`src/rtl/pipe_hazard_ctrl.sv`:
```
// pipe_hazard_ctrl: ID->EX issue scheduler for the in-order RV32 core.
// Tracks in-flight register writes, stalls decode on RAW hazards,
// serialises CSR/ecall/mret and sequences the flush after an EX redirect.
// Optional build macro HAZARD_PERF_EN adds stall/flush/drain perf counters.
module pipe_hazard_ctrl #(
    parameter int unsigned  CNT_W        = 2,
    parameter int unsigned  MAX_INFLIGHT = 3,
    parameter int unsigned  FLUSH_CYCLES = 2,
    localparam int unsigned INF_W        = $clog2(MAX_INFLIGHT + 1)
) (
    input  logic             clock,
    input  logic             reset,
    input  logic             id_valid,
    input  logic [4:0]       id_rs1,
    input  logic [4:0]       id_rs2,
    input  logic             id_use_rs1,
    input  logic             id_use_rs2,
    input  logic [4:0]       id_rd,
    input  logic             id_rd_wen,
    input  logic             id_serial,
    input  logic             ex_ready,
    output logic             issue,
    input  logic             wb_valid,
    input  logic [4:0]       wb_rd,
    input  logic             wb_wen,
    input  logic             ex_redirect,
    output logic             pipe_stop,
    output logic             inst_clear,
    output logic [INF_W-1:0] inflight,
    output logic             busy
`ifdef HAZARD_PERF_EN
    ,
    output logic [31:0]      perf_raw_stall,
    output logic [31:0]      perf_flush,
    output logic [31:0]      perf_drain
`endif
);

    localparam int unsigned NREG = 32;
    localparam int unsigned FC_W = 3;

    typedef enum logic [1:0] {
        ST_RUN   = 2'd0,
        ST_FLUSH = 2'd1,
        ST_DRAIN = 2'd2
    } state_t;

    state_t            state;
    state_t            state_next;
    logic [FC_W-1:0]   flush_cnt;
    logic [FC_W-1:0]   flush_cnt_next;

    // Entry 0 is never written, so x0 always reads as "no pending write"
    logic [CNT_W-1:0]  cnt [NREG];
    logic [NREG-1:0]   cnt_inc;
    logic [NREG-1:0]   cnt_dec;

    logic              rs1_pending;
    logic              rs2_pending;
    logic              hazard;
    logic              rd_full;
    logic              pipe_full;
    logic              serial_wait;
    logic              block;
    logic              inf_inc;
    logic              inf_dec;
    logic              drain_done;

    // Hazard and blocking terms, all from registered scoreboard state
    assign rs1_pending = id_use_rs1 & (id_rs1 != 5'd0) & (cnt[id_rs1] != '0);
    assign rs2_pending = id_use_rs2 & (id_rs2 != 5'd0) & (cnt[id_rs2] != '0);
    assign hazard      = rs1_pending | rs2_pending;
    assign rd_full     = id_rd_wen & (id_rd != 5'd0) & (cnt[id_rd] == {CNT_W{1'b1}});
    assign pipe_full   = (inflight == INF_W'(MAX_INFLIGHT));
    assign serial_wait = id_serial & (inflight != '0);
    assign block       = hazard | pipe_full | rd_full | serial_wait;

    // Drain finishes once the last in-flight instruction retires
    assign drain_done  = (inflight == '0) | ((inflight == INF_W'(1)) & wb_valid);

    assign busy        = (state != ST_RUN);

    // State and flush down-counter register
    always_ff @(posedge clock) begin
        if (reset) begin
            state     <= ST_RUN;
            flush_cnt <= '0;
        end else begin
            state     <= state_next;
            flush_cnt <= flush_cnt_next;
        end
    end

    // Next-state, issue and decode-hold decisions
    always_comb begin
        state_next     = state;
        flush_cnt_next = flush_cnt;
        issue          = 1'b0;
        pipe_stop      = 1'b0;
        case (state)
            ST_RUN: begin
                issue     = id_valid & ex_ready & ~block & ~ex_redirect;
                pipe_stop = id_valid & ~issue;
                if (ex_redirect) begin
                    state_next     = ST_FLUSH;
                    flush_cnt_next = FC_W'(FLUSH_CYCLES - 1);
                end else if (id_valid & serial_wait) begin
                    state_next = ST_DRAIN;
                end
            end
            ST_FLUSH: begin
                pipe_stop = 1'b1;
                if (ex_redirect) begin
                    flush_cnt_next = FC_W'(FLUSH_CYCLES - 1);
                end else if (flush_cnt == '0) begin
                    state_next = ST_RUN;
                end else begin
                    flush_cnt_next = flush_cnt - FC_W'(1);
                end
            end
            ST_DRAIN: begin
                pipe_stop = 1'b1;
                if (ex_redirect) begin
                    state_next     = ST_FLUSH;
                    flush_cnt_next = FC_W'(FLUSH_CYCLES - 1);
                end else if (drain_done) begin
                    state_next = ST_RUN;
                end
            end
            default: begin
                state_next = ST_RUN;
            end
        endcase
    end

    // Squash pulse tracks the registered FLUSH state
    always_ff @(posedge clock) begin
        if (reset) begin
            inst_clear <= 1'b0;
        end else begin
            inst_clear <= (state_next == ST_FLUSH);
        end
    end

    // Per-register increment/decrement requests; retire on an idle counter is ignored
    always_comb begin
        cnt_inc = '0;
        cnt_dec = '0;
        if (issue & id_rd_wen & (id_rd != 5'd0)) begin
            cnt_inc[id_rd] = 1'b1;
        end
        if (wb_valid & wb_wen & (wb_rd != 5'd0) & (cnt[wb_rd] != '0)) begin
            cnt_dec[wb_rd] = 1'b1;
        end
    end

    // Scoreboard counters; simultaneous issue and retire cancel
    always_ff @(posedge clock) begin
        if (reset) begin
            for (int r = 0; r < NREG; r++) begin
                cnt[r] <= '0;
            end
        end else begin
            for (int r = 1; r < NREG; r++) begin
                if (cnt_inc[r] & ~cnt_dec[r]) begin
                    cnt[r] <= cnt[r] + CNT_W'(1);
                end else if (cnt_dec[r] & ~cnt_inc[r]) begin
                    cnt[r] <= cnt[r] - CNT_W'(1);
                end
            end
        end
    end

    assign inf_inc = issue;
    assign inf_dec = wb_valid & (inflight != '0);

    // Total in-flight count, saturating at zero on a stray retire
    always_ff @(posedge clock) begin
        if (reset) begin
            inflight <= '0;
        end else if (inf_inc & ~inf_dec) begin
            inflight <= inflight + INF_W'(1);
        end else if (inf_dec & ~inf_inc) begin
            inflight <= inflight - INF_W'(1);
        end
    end

`ifdef HAZARD_PERF_EN
    // Performance counters, free-running and wrapping
    always_ff @(posedge clock) begin
        if (reset) begin
            perf_raw_stall <= '0;
            perf_flush     <= '0;
            perf_drain     <= '0;
        end else begin
            if (id_valid & hazard & (state == ST_RUN)) begin
                perf_raw_stall <= perf_raw_stall + 32'd1;
            end
            if (ex_redirect) begin
                perf_flush <= perf_flush + 32'd1;
            end
            if (state == ST_DRAIN) begin
                perf_drain <= perf_drain + 32'd1;
            end
        end
    end
`else
    // Performance counters are not built in this configuration
`endif

endmodule

```
`config.mk`:
```
export PLATFORM = sky130hd
export DESIGN_NAME = pipe_hazard_ctrl
export DESIGN_NICKNAME = d
export VERILOG_FILES = /design/src/rtl/pipe_hazard_ctrl.sv
export SDC_FILE = /design/constraint.sdc
export NUM_CORES = 1
export LEC_CHECK = 0
export CORE_AREA = 2 2 132 134
export CTS_BUF_LIST = sky130_fd_sc_hd__clkbuf_8
export DETAILED_ROUTE_END_ITERATION = 12
export DIE_AREA = 0 0 134 136
export PLACE_DENSITY_LB_ADDON = 0.1
export SLEW_MARGIN = 20
export SYNTH_ARGS = -nofsm -noshare
export SYNTH_HDL_FRONTEND = slang
export SYNTH_SLANG_ARGS = --single-unit
```
`constraint.sdc`:
```
create_clock -name clock -period 4.69 [get_ports clock]
set_input_delay 0.938 -clock clock [delete_from_list [all_inputs] [get_ports clock]]
set_output_delay 0.938 -clock clock [all_outputs]
set_load 0.02 [all_outputs]
```
==> impl_metrics.json <==
{
  "period_minus_slack_ns": 4.53,
  "core_area_um2": 16900,
  "routed_wirelength_um": 25000,
  "hp-class": "reg2reg",
  "worst_slew_pin_slew_ns": 1.05,
  "drc": 0,
  "report.final.slew_viol_count": 0,
  "start_kind": "primary input",
  "ys_async_sr_fraction": 0,
  "groute.usage.overall": 0.280,
  "die_w_um": 134,
  "clock_latency_ns": 0.39,
  "cp_top_family": "buffers and inverters",
  "path_buf_inv": 3,
  "die_h_um": 136,
  "place_congestion": 0.960,
  "cts_buffers": 9,
  "via_per_inst": 6.35,
  "min_period_over_period": 0.967,
  "grt_first_pass_wirelength_um": 38100,
  "core.rowCount": 48,
  "pwr-share-clk": 0.303,
  "grt_max_degree": 60,
  "rsz0062_at_grt": "false",
  "regArea_um2": 2020,
  "dr.pass1.iters": 5,
  "timing.reg2reg.setup_slack_ns": 0.94,
  "slew_headroom": 0.297,
  "r2r-end": "cnt[6][1]",
  "ys_ff_latch": 70,
  "whs_endpoint": "flush_cnt[1]",
  "swShare": 0.344,
  "syn_avg_cell_area_um2": 8.50,
  "synth_nets": 819,
  "grt_overflow": 0,
  "antenna_left": 0,
  "vdd_ir_drop_max_v": 0.000154,
  "worst_clock_skew_ns": 0.0196,
  "pwr-share-comb": 0.296,
  "ioPinCount": 37,
  "cp_slowest_cell": "mux4_2",
  "final_core_util": 0.465,
  "n_antenna_cell": 0,
  "required_ns": 3.75,
  "clock_sinks": 70,
  "r2r-start": "inflight[0]",
  "clk_pin_slew_ns": 0.08,
  "cts_tree": "yes",
  "wl_per_cell_um": 23.3,
  "initial_core_util": 0.392,
  "syn_to_final_growth_pct": 18.7,
  "ys_warn_count": 0,
  "fin_setup_tns_ns": 0,
  "power_switching_mw": 0.673,
  "hold_depth": 2,
  "p_leak_nw": 2.77,
  "arrival_ns": 3.60,
  "pwr-share-seq": 0.401,
  "run_status": "finished clean",
  "n_fill_cell": 1661,
  "placed_cell_area_um2": 7610,
  "design_area_um2": 7850,
  "synthCells": 778,
  "power_per_cell_area_nw_per_um2": 249,
  "syn_area_um2": 6610,
  "max_freq_mhz": 221,
  "multiInputGateArea_um2": 4310,
  "hold_viol": 0,
  "synth_top_flop_cell": "edfxtp_1",
  "io_buffers": 36,
  "r2r_cells": 12,
  "clock_path_buffers": 2,
  "grt_pass1_vias": 6352,
  "worstHoldStart": "flush_cnt[1]",
  "crit_path_end_kind": "primary output",
  "antenna_found_initial": 0,
  "die_area_um2": 18200,
  "power.internal_mw": 1.28,
  "crit_fanout": 5,
  "crit_type": "in2out",
  "dp_hpwl_um": 19100,
  "root_buffer": "clkbuf_8",
  "synth_edf_count": 62,
  "cap_violations": 0,
  "drive_above_1_share": 0.145,
  "max_stage_delay_ns": 0.50,
  "ys_seq_area_frac": 0.306,
  "path_cells": "clkdlybuf4s50_1 > inv_2 > mux4_2 > mux2_2 > or3_1 > and4_1 > nand3_1 > a31oi_1 > nor2_1 > dlygate4sd2_1",
  "cts.htree.levels": 3,
  "final_nets": 883,
  "synth_cell_types": 72,
  "drt_iter0_drc": 750,
  "setup_viol": 0,
  "vias": 6811
}
worst reg2reg max path, delay by kind of cell, from the launching register on:
family	cells	cell delay, ns
flip-flops	1	0.37
AO/OA/AOI/OAI	3	0.61
AND/OR/NAND/NOR	5	1.60
adder cells (fa/ha/maj)	1	0.19
buffers and inverters	3	0.75
layout make-up:
class	instances	share of cell area
Multi-Input combinational cell	637	0.549
Sequential cell	70	0.258
Timing Repair Buffer	108	0.122
Tap cell	225	0.0359
Clock buffer	10	0.0175
Clock inverter	6	0.0110
Inverter	16	0.00765
how the worst max path moves through the flow:
stage / start / endpoint / slack, ns / cells after the start
2_1_floorplan: id_rd[0] / issue / 0.32 / 10
3_3_place_gp: id_rs2[1] / issue / -0.22 / 9
3_5_place_dp: ex_redirect / issue / -0.09 / 9
4_1_cts: ex_redirect / issue / -0.05 / 9
5_1_grt: id_rs1[1] / pipe_stop / 0.03 / 10
6_report: id_rs1[1] / pipe_stop / 0.16 / 10
kinds of logic after synthesis:
logic type               count (synthesis)  synth area share
AO/OA/AOI/OAI                          150             0.148
multiplexers                            41            0.0912
XOR/XNOR                                47            0.0622
buffers and inverters                   71            0.0463
AND/OR/NAND/NOR                        389             0.327
adder cells (fa/ha/maj)                 10            0.0189
flip-flops                              70             0.306
power by group through the flow:
stage / sequential (mW) / combinational, mW / clock [mW]
floorplan: 0.790 / 0.340 / 0
global placement: 0.796 / 0.563 / 0
detailed placement: 0.798 / 0.568 / 0
CTS: 0.784 / 0.572 / 0.596
global route: 0.791 / 0.623 / 0.625
finish: 0.784 / 0.579 / 0.592
what timing repair did:
item                       CTS  global route
pin swaps                    1             2
setup endpoints to repair    2             1
resized for setup            3             1
hold endpoints to repair     0             0
setup buffers                0             0
hold buffers                 0             0
gates cloned                 0             0
cells in the mapped netlist, drive strengths merged (4+ instances only):
master  instances  area (um^2)
nand4          26          163
edfxtp         62         1860
mux2i          22          220
a31oi          14         87.6
a21oi          49          245
nor4           17          125
o21a           10         75.1
xnor2          15          131
nand2b         27          169
or2             4         25.0
or4             7         60.1
nand2          29          109
nor3           44          230
inv            16         60.1
o221ai          4         35.0
buf            25          134
and2            6         37.5
nor2b           8         50.1
clkbuf         30          113
o22ai           6         51.3
nor3b          15          113
a211oi          9         67.6
nand3          58          290
mux2            4         45.0
nor2           88          330
ha             10          125
mux4           15          338
or3            18          113
and4           10         87.6
o21ai          23          115
dfxtp           8          160
and3           12         75.1
xor2           32          280
nand3b          7         52.6
registers in the layout, indices dropped and copies added, names as in the netlist:
register / cells
cnt: 62
flush_cnt: 3
inflight: 2
state: 2
inst_clear: 1
cells in the final DEF (no fill, tap or decap), types with 18 or more instances in the layout:
| cell | count |
|---|---|
| o21ai_0 | 21 |
| nand2_1 | 29 |
| xor2_1 | 32 |
| nor2_1 | 88 |
| nor3_1 | 42 |
| edfxtp_1 | 62 |
| a21oi_1 | 49 |
| mux2i_1 | 22 |
| nand2b_1 | 27 |
| nand3_1 | 58 |
| or3_1 | 18 |
| buf_4 | 67 |
| clkdlybuf4s50_1 | 32 |
| nand4_1 | 26 |
metrics by stage:
stage | instances | hold slack, ns | setup slack [ns] | power, mW
2_1_floorplan | 778 | 0.450 | 0.320 | 1.13
3_3_place_gp | 1056 | 0.468 | -0.220 | 1.36
3_5_place_dp | 1056 | 0.481 | -0.0876 | 1.37
4_1_cts | 1072 | 0.495 | -0.0495 | 1.95
5_1_grt | 1072 | 0.510 | 0.0302 | 2.04
6_report | 1072 | 0.484 | 0.155 | 1.96
layer usage:
metal	wire length, um	track usage	vias to the layer above	part of all wire
met3	1860	0.0418	55	0.074
met4	798	0.110	0	0.032
met2	11300	0.441	302	0.45
li1	-	-	3109	-
met1	11000	0.387	3345	0.44
met5	0	0	-	0
Power figures use the tool's default switching activity.
